[config.mk]
export PLATFORM = sky130hd
export DESIGN_NAME = mem_arbiter_responder
export DESIGN_NICKNAME = d
export VERILOG_FILES = /design/src/rtl/mem_arbiter_responder_pkg.sv /design/src/rtl/mem_timeout_cnt.sv /design/src/rtl/mem_arbiter_responder.sv
export SDC_FILE = /design/constraint.sdc
export NUM_CORES = 1
export LEC_CHECK = 0
export BUFFER_PORTS_ARGS = -buffer_cell sky130_fd_sc_hd__buf_2
export CORE_AREA = 2 2 105 107
export DETAILED_ROUTE_END_ITERATION = 7
export DIE_AREA = 0 0 107 109
export PLACE_DENSITY_LB_ADDON = 0.12
export SKIP_CTS_REPAIR_TIMING = 1
export SLEW_MARGIN = 5
export SYNTH_ARGS = -nofsm -noshare
export SYNTH_HDL_FRONTEND = slang
export SYNTH_HIERARCHICAL = 1
export SYNTH_SLANG_ARGS = --single-unit
[constraint.sdc]
create_clock -name CLK -period 2.1 [get_ports CLK]
set_input_delay 0.42 -clock CLK [delete_from_list [all_inputs] [get_ports CLK]]
set_output_delay 0.42 -clock CLK [all_outputs]
set_load 0.02 [all_outputs]
[src/rtl/mem_arbiter_responder_pkg.sv]
// Shared types for the cache-to-RAM responder: RAM status, FSM states and grant owner.
package mem_arbiter_responder_pkg;

  typedef logic [31:0] word_t;

  typedef enum logic [1:0] {FREE, BUSY, ACCESS, ERROR} ramstate_t;

  typedef enum logic [1:0] {IDLE, D_SRV, I_SRV, DONE} memarb_state_t;

  typedef enum logic {GNT_I, GNT_D} grant_t;

endpackage

[src/rtl/mem_timeout_cnt.sv]
// Service-cycle counter: cleared outside service, counts up while in service and saturates
// at Timeout-1, where expired_o is raised.
module mem_timeout_cnt #(
  parameter int unsigned Timeout = 255
) (
  input  logic clk_i,
  input  logic rst_i,
  input  logic clr_i,
  input  logic en_i,
  output logic expired_o
);

  localparam int unsigned CntW = (Timeout > 1) ? $clog2(Timeout) : 1;
  localparam logic [CntW-1:0] CntMax = CntW'(Timeout - 1);

  logic [CntW-1:0] cnt_d, cnt_q;

  always_comb begin
    cnt_d = cnt_q;
    if (clr_i) begin
      cnt_d = '0;
    end else if (en_i && (cnt_q != CntMax)) begin
      cnt_d = cnt_q + 1'b1;
    end
  end

  always_ff @(posedge clk_i or posedge rst_i) begin
    if (rst_i) begin
      cnt_q <= '0;
    end else begin
      cnt_q <= cnt_d;
    end
  end

  assign expired_o = (cnt_q == CntMax);

endmodule

[src/rtl/mem_arbiter_responder.sv]
// Arbitrates icache and dcache onto a single RAM port, with timeout, sticky error reporting
// and alternating priority when both caches request at once.
module mem_arbiter_responder
  import mem_arbiter_responder_pkg::*;
#(
  parameter int unsigned TIMEOUT  = 255,
  parameter word_t       BAD_WORD = 32'hBAD1BAD1
) (
  input  logic      CLK,
  input  logic      RST,
  input  logic      iREN,
  input  word_t     iaddr,
  output logic      iwait,
  output word_t     iload,
  input  logic      dREN,
  input  logic      dWEN,
  input  word_t     daddr,
  input  word_t     dstore,
  output logic      dwait,
  output word_t     dload,
  output logic      ramREN,
  output logic      ramWEN,
  output word_t     ramaddr,
  output word_t     ramstore,
  input  word_t     ramload,
  input  ramstate_t ramstate,
  output logic      err
);

  memarb_state_t state_d, state_q;
  grant_t        last_grant_d, last_grant_q;
  logic          err_d, err_q;
  logic          dreq, in_srv, expired;

  assign dreq   = dREN | dWEN;
  assign in_srv = (state_q == D_SRV) || (state_q == I_SRV);

  mem_timeout_cnt #(
    .Timeout(TIMEOUT)
  ) u_timeout_cnt (
    .clk_i    (CLK),
    .rst_i    (RST),
    .clr_i    (!in_srv),
    .en_i     (in_srv),
    .expired_o(expired)
  );

  always_comb begin
    state_d      = state_q;
    last_grant_d = last_grant_q;
    err_d        = err_q;
    iwait        = 1'b1;
    dwait        = 1'b1;
    iload        = '0;
    dload        = '0;
    ramREN       = 1'b0;
    ramWEN       = 1'b0;
    ramaddr      = '0;
    ramstore     = '0;
    case (state_q)
      IDLE: begin
        if (dreq && iREN) begin
          state_d = (last_grant_q == GNT_I) ? D_SRV : I_SRV;
        end else if (dreq) begin
          state_d = D_SRV;
        end else if (iREN) begin
          state_d = I_SRV;
        end
      end
      D_SRV: begin
        ramaddr  = daddr;
        ramstore = dstore;
        // Simultaneous read and write is a cache protocol violation: fail it without RAM access.
        if (dREN && dWEN) begin
          dwait        = 1'b0;
          dload        = BAD_WORD;
          err_d        = 1'b1;
          last_grant_d = GNT_D;
          state_d      = DONE;
        end else if (!dreq) begin
          state_d = IDLE;
        end else begin
          ramREN = dREN;
          ramWEN = dWEN;
          if (ramstate == ACCESS) begin
            dwait        = 1'b0;
            dload        = ramload;
            last_grant_d = GNT_D;
            state_d      = DONE;
          end else if ((ramstate == ERROR) || expired) begin
            dwait        = 1'b0;
            dload        = BAD_WORD;
            err_d        = 1'b1;
            last_grant_d = GNT_D;
            state_d      = DONE;
          end
        end
      end
      I_SRV: begin
        ramaddr = iaddr;
        if (!iREN) begin
          state_d = IDLE;
        end else begin
          ramREN = 1'b1;
          if (ramstate == ACCESS) begin
            iwait        = 1'b0;
            iload        = ramload;
            last_grant_d = GNT_I;
            state_d      = DONE;
          end else if ((ramstate == ERROR) || expired) begin
            iwait        = 1'b0;
            iload        = BAD_WORD;
            err_d        = 1'b1;
            last_grant_d = GNT_I;
            state_d      = DONE;
          end
        end
      end
      DONE: begin
        state_d = IDLE;
      end
      default: begin
        state_d = IDLE;
      end
    endcase
  end

  always_ff @(posedge CLK or posedge RST) begin
    if (RST) begin
      state_q      <= IDLE;
      last_grant_q <= GNT_I;
      err_q        <= 1'b0;
    end else begin
      state_q      <= state_d;
      last_grant_q <= last_grant_d;
      err_q        <= err_d;
    end
  end

  assign err = err_q;

endmodule
==> results.cfg, run 1 <==
[run_status]
status = complete, but fails checks
failed_checks = negative setup slack

[cts]
path_clk_slew_ns = 0.05
cts_num_sinks = 12
root_buffer = clkbuf_8
cts_buffers = 3
ctsLongestPathBuffers = 2
clk_latency_ns = 0.24
cts_tree = done
htreeDepth = 1

[sta]
slew-limit-headroom_pct = 74.8
fin_crit_ns = 2.30
hold_viol = 0
worstMarginPinSlew_ns = 0.379
rsz0062_at_grt = yes
setup-tns-final_ns = -3.22
slew_viol_final = 0
maxClockFrequency_mhz = 435
clock_skew_ns = 0.000754
fin_ws_ns = -0.199
setup_viol = 33
post-route-period-util_pct = 109

[power]
p_leak_nw = 2.28
vdd_ir_drop_max_mv = 0.449
cellPowerDensity_nw_per_um2 = 995

[logic_synthesis]
async_flop_share_pct = 100
yosysMostFrequentCell = nor2_1
syn_nets = 447
yosysUniqueCellTypes = 49
synth-seq-area-share_pct = 14.7
synth.avg_cell_area_um2 = 6.69
post_synth_inst_count = 306
yosys.area.top_type = and2_1
synth_area_leaders = and2_1 19%, dfrtp_1 15%, nor2_1 13%
syn_area_um2 = 2050
synth_flop_cell = dfrtp_1
synth_top_cell_area_share_pct = 18.6
synth_edf_count = 0
synthTopCellsByCount = 72 x nor2_1, 61 x and2_1, 33 x a22oi_1
synth_warnings = 6
ys_ff_latch = 12

[route]
first_iter_violations = 152
wl_per_cell_um = 13.5
drt_wl_total_mm = 9.71
ant_nets = 0
via_per_inst = 4.48
dr_total_vias = 3218
drc = 0
drtPass1Iterations = 4

[worst_setup_path]
cp.buffers_inverters = 3
critPathTopFamily = compound AO/OA/AOI/OAI gates
cp-start-kind = flip-flop
crit_chain = inv_2 -> ha_4 -> nand2_4 -> nor3_4 -> o21ai_2 -> a21oi_4 -> buf_4 -> o21a_1 -> buf_2
slowest_stage = dfrtp_1
end_kind = output port
crit_type = reg -> out
worstPathRequired_ns = 1.68
worst-path-max-fanout = 6
crit_arrival_ns = 1.88
max_stage_delay_ns = 0.38

[layout]
area_growth_syn_to_layout_pct = 101
antenna_cells = 0
nFillCells = 1103
layout.nets = 722
fin_cells = 719
drive_above_1_share_pct = 59.2

[floorplan]
die_area_um2 = 11700
rows = 38
die_y_um = 109
fp.dieW_um = 107
ios = 268
start_util_pct = 19.3
coreArea_um2 = 10600

[place]
gp_congestion = 0.783
detailedPlace.worstSlack_ns = 0.00826
hpwlAfterDp_mm = 7.29
dp_cells = 704
port_buffers = 267

[min_path]
timing.hold.worst.class = in -> async

[global_routing]
grt_max_degree = 66
grt_overflow_total = 0
grt_pass1_vias = 2665
globalRouteTotalUtil_pct = 13.1
grt_pass1_wl_mm = 12.6
antenna_found_initial = 0

[run]
cap_violations = 0
## power breakdown
group	leakage, nW	total (mW)	internal [mW]	switching, mW
Combinational	2.11	3.59	1.50	2.09
Clock	0.0216	0.205	0.126	0.0790
Sequential	0.155	0.305	0.279	0.0261
## layout make-up
class / count / area, um^2 / share of cell area [%]
Sequential cell: 12 / 300 / 7.29
Multi-Input combinational cell: 257 / 1740 / 42.2
Tap cell: 140 / 175 / 4.26
Timing Repair Buffer: 296 / 1820 / 44.1
Clock buffer: 3 / 41.3 / 1.00
Inverter: 11 / 46.3 / 1.12
## routing by layer
| metal | GRT usage [%] | wire length (um) |
|---|---|---|
| met2 | 25.9 | 5370 |
| met4 | 2.50 | 63 |
| met1 | 15.0 | 3610 |
| met3 | 1.91 | 670 |
| met5 | 0 | 0 |
## registers in the layout, summed over array words and instances (netlist names)
register,flops
err,1
state_q,2
last_grant_q,1
u_timeout_cnt/cnt_q,8
## cell families after synthesis
family / count (synthesis) / share of synthesized area [%]
AO/OA/AOI/OAI: 81 / 29.7
adder cells (fa/ha/maj): 6 / 3.67
XOR/XNOR: 1 / 0.428
multiplexers: 1 / 0.733
buffers and inverters: 38 / 8.86
flip-flops: 12 / 14.7
AND/OR/NAND/NOR: 167 / 42.0
## worst register-to-register path, delay by kind of cell (launching register included)
family / cells / cell delay [ns]
buffers and inverters: 2 / 0.27
adders and majority gates: 1 / 0.33
and+or+nand+nor: 2 / 0.44
DFF: 1 / 0.34
AOI/OAI and AO/OA: 1 / 0.12
## per-stage QoR
stage               hold WS (ns)  area (um^2)  power (mW)  util, %
floorplan                  0.186         2050        2.28        -
global placement           0.339         3590        3.32     33.9
detailed placement         0.341         3590        3.32     33.9
CTS                       0.0807         3640        3.54     34.3
global route              0.0885         4120        4.43     38.8
finish                    0.0716         4120        4.10     38.8
## cell usage in the layout, fill, tap and decap left out, types with 2 or more instances in the layout
| cell type | n |
|---|---|
| inv_4 | 2 |
| buf_12 | 2 |
| a41oi_1 | 2 |
| inv_2 | 3 |
| nor3_1 | 4 |
| and3_1 | 3 |
| buf_2 | 237 |
| nand2_1 | 7 |
| o21ai_0 | 4 |
| buf_6 | 17 |
| nand2_4 | 2 |
| buf_4 | 34 |
| inv_1 | 6 |
| nand2b_1 | 2 |
| a311oi_1 | 2 |
| o21a_1 | 18 |
| a22oi_1 | 14 |
| clkbuf_16 | 4 |
| a31oi_1 | 2 |
| dfrtp_1 | 12 |
| ha_1 | 3 |
| a211oi_1 | 2 |
| a21oi_1 | 6 |
| and2_1 | 61 |
| nand3_1 | 5 |
| a22oi_2 | 19 |
| nor2_1 | 71 |
| clkbuf_8 | 3 |
| ha_4 | 3 |
| nor2_4 | 2 |
## worst paths after layout
check / cells past startpoint / end / slack, ns / start
max: 9 / dload[4] / -0.20 / u_timeout_cnt/cnt_q[0]
min: 2 / err / 0.07 / RST
max reg2reg: 6 / u_timeout_cnt/cnt_q[7] / 0.47 / state_q[0]
min reg2reg: 1 / err / 0.48 / err
max in group asynchronous: 2 / u_timeout_cnt/cnt_q[2] / 1.71 / RST
min in group CLK: 1 / err / 0.48 / err
Note: power is estimated with default switching activity, not from simulation.
==> inputs of run 2 (changes only) <==
- REMOVE_ABC_BUFFERS: unset -> 1
==> results.cfg, run 2 (synthesis results as in run 1) <==
[power]
pwr-share-clk_pct = 6.1
combPwrFrac_pct = 86.4
vdd_ir_drop_max_mv = 0.423
pwr-share-seq_pct = 7.5
power_mw = 4.15
p_int_mw = 1.92
p_sw_mw = 2.23
p_leak_nw = 2.29
cellPowerDensity_nw_per_um2 = 988
switching_share_pct = 53.7

[cts]
cts_num_sinks = 12
path_clk_slew_ns = 0.05
clk_latency_ns = 0.24
cts_tree = done
htreeDepth = 1
cts_buffers = 3
root_buffer = clkbuf_8
ctsLongestPathBuffers = 2

[place]
gp_congestion = 0.896
port_buffers = 267
detailedPlace.worstSlack_ns = 0.0311
dp_cells = 703
hpwlAfterDp_mm = 8.21
place_area_um2 = 3590

[global_routing]
antenna_found_initial = 2
grt_pass1_wl_mm = 14.6
globalRouteTotalUtil_pct = 15.9
grt_overflow_total = 0
grt_max_degree = 69
grt_pass1_vias = 2826

[sta]
maxClockFrequency_mhz = 432
rsz0062_at_grt = yes
fin_crit_ns = 2.32
slew-limit-headroom_pct = 74.7
worstMarginPinSlew_ns = 0.379
setup_viol = 38
clock_skew_ns = 0.00164
fin_ws_ns = -0.216
post-route-period-util_pct = 110
hold_viol = 0
slew_viol_final = 0

[route]
drtPass1Iterations = 6
dr_total_vias = 3297
ant_nets = 0
drc = 0
first_iter_violations = 198
drt_wl_total_mm = 11.1
via_per_inst = 4.55
wl_per_cell_um = 15.2

[worst_setup_path]
cp-start-kind = flip-flop
crit_arrival_ns = 1.90
critPathTopFamily = simple AND/OR/NAND/NOR gates
cp_common_cell = buf_4
crit_type = reg -> out
slowest_stage = dfrtp_1
end_kind = output port
cp.buffers_inverters = 4
max_stage_delay_ns = 0.38
worst-path-max-fanout = 5
crit_chain = inv_2 -> ha_4 -> nand2_4 -> nor3_4 -> nor2_2 -> nor2_4 -> buf_4 -> clkinv_4 -> nor2_1 -> buf_4
worstPathRequired_ns = 1.68

[floorplan]
fp.dieW_um = 107
coreArea_um2 = 10600
die_area_um2 = 11700
rows = 38
die_y_um = 109
start_util_pct = 19.3
ios = 268

[layout]
drive_above_1_share_pct = 58.7
fin_cells = 725
final_common_cell = buf_2
top_register = u_timeout_cnt/cnt_q
final_area_um2 = 4200
fin_util_pct = 39.7
layout.nets = 725
reg.largest.list = u_timeout_cnt/cnt_q: 8 flops, state_q: 2 flops
largest_register_ffs = 8
most-common-layout-cells = 217 x buf_2, 61 x and2_1, 59 x nor2_1
area_growth_syn_to_layout_pct = 105
nFillCells = 1113

[run]
cap_violations = 0

[min_path]
timing.hold.worst.class = in -> async

[run_status]
failed_checks = negative setup slack
status = complete, but fails checks
## run 2: cell count changes in the layout (fill, tap and decap cells not counted), sizes merged
cell,delta
clkinv,+3
clkbuf,-1
diode,+2
buf,+2
## run 2: path summary, 6_finish.rpt
path | endpoint | depth (start not counted) | from | slack [ns]
max | iload[28] | 10 | u_timeout_cnt/cnt_q[0] | -0.22
min | state_q[1] | 2 | RST | 0.09
max reg2reg | u_timeout_cnt/cnt_q[7] | 6 | state_q[0] | 0.44
min reg2reg | err | 1 | err | 0.48
max in group asynchronous | u_timeout_cnt/cnt_q[1] | 2 | RST | 1.68
min in group CLK | err | 1 | err | 0.48
## run 2: layer usage
metal / vias up / GRT usage, % / wire length [um]
li1: 1607 / - / -
met1: 1493 / 18.6 / 4310
met5: - / 0 / 0
met3: 20 / 6.16 / 1140
met2: 177 / 27.3 / 5350
met4: 0 / 3.99 / 246
## run 2: through the flow
step	setup TNS, ns	hold WS, ns
after floorplan	-58.74	0.186
after global placement	0	0.347
after detailed placement	0	0.350
after CTS	-11.44	0.0867
after global routing	-9.85	0.102
final	-5.70	0.0868
## run 2: worst reg2reg max path: stages (launching register included)
cell and delay [ns]:
dfrtp_2 0.38, inv_2 0.07, ha_1 0.31, buf_4 0.17, nand3_1 0.14, nor4_1 0.34
a211oi_2 0.12
## run 2: power groups by stage
stage          registers, mW  logic (mW)  clock network [mW]
2_1_floorplan          0.309        1.86                   0
3_3_place_gp           0.306        3.07                   0
3_5_place_dp           0.307        3.08                   0
4_1_cts                0.303        3.09               0.266
5_1_grt                0.314        3.86               0.277
6_report               0.310        3.59               0.255
## run 2: area by class of cell
cell class	instances	area [um^2]	share of cell area (%)
inverters	11	48.8	1.16
repair buffers	296	1860	44.3
flip-flops and latches	12	302	7.17
repair inverters	3	26.3	0.625
diodes	2	5.00	0.119
well taps	140	175	4.17
multi-input cells	257	1730	41.1
clock buffers	4	55.1	1.31
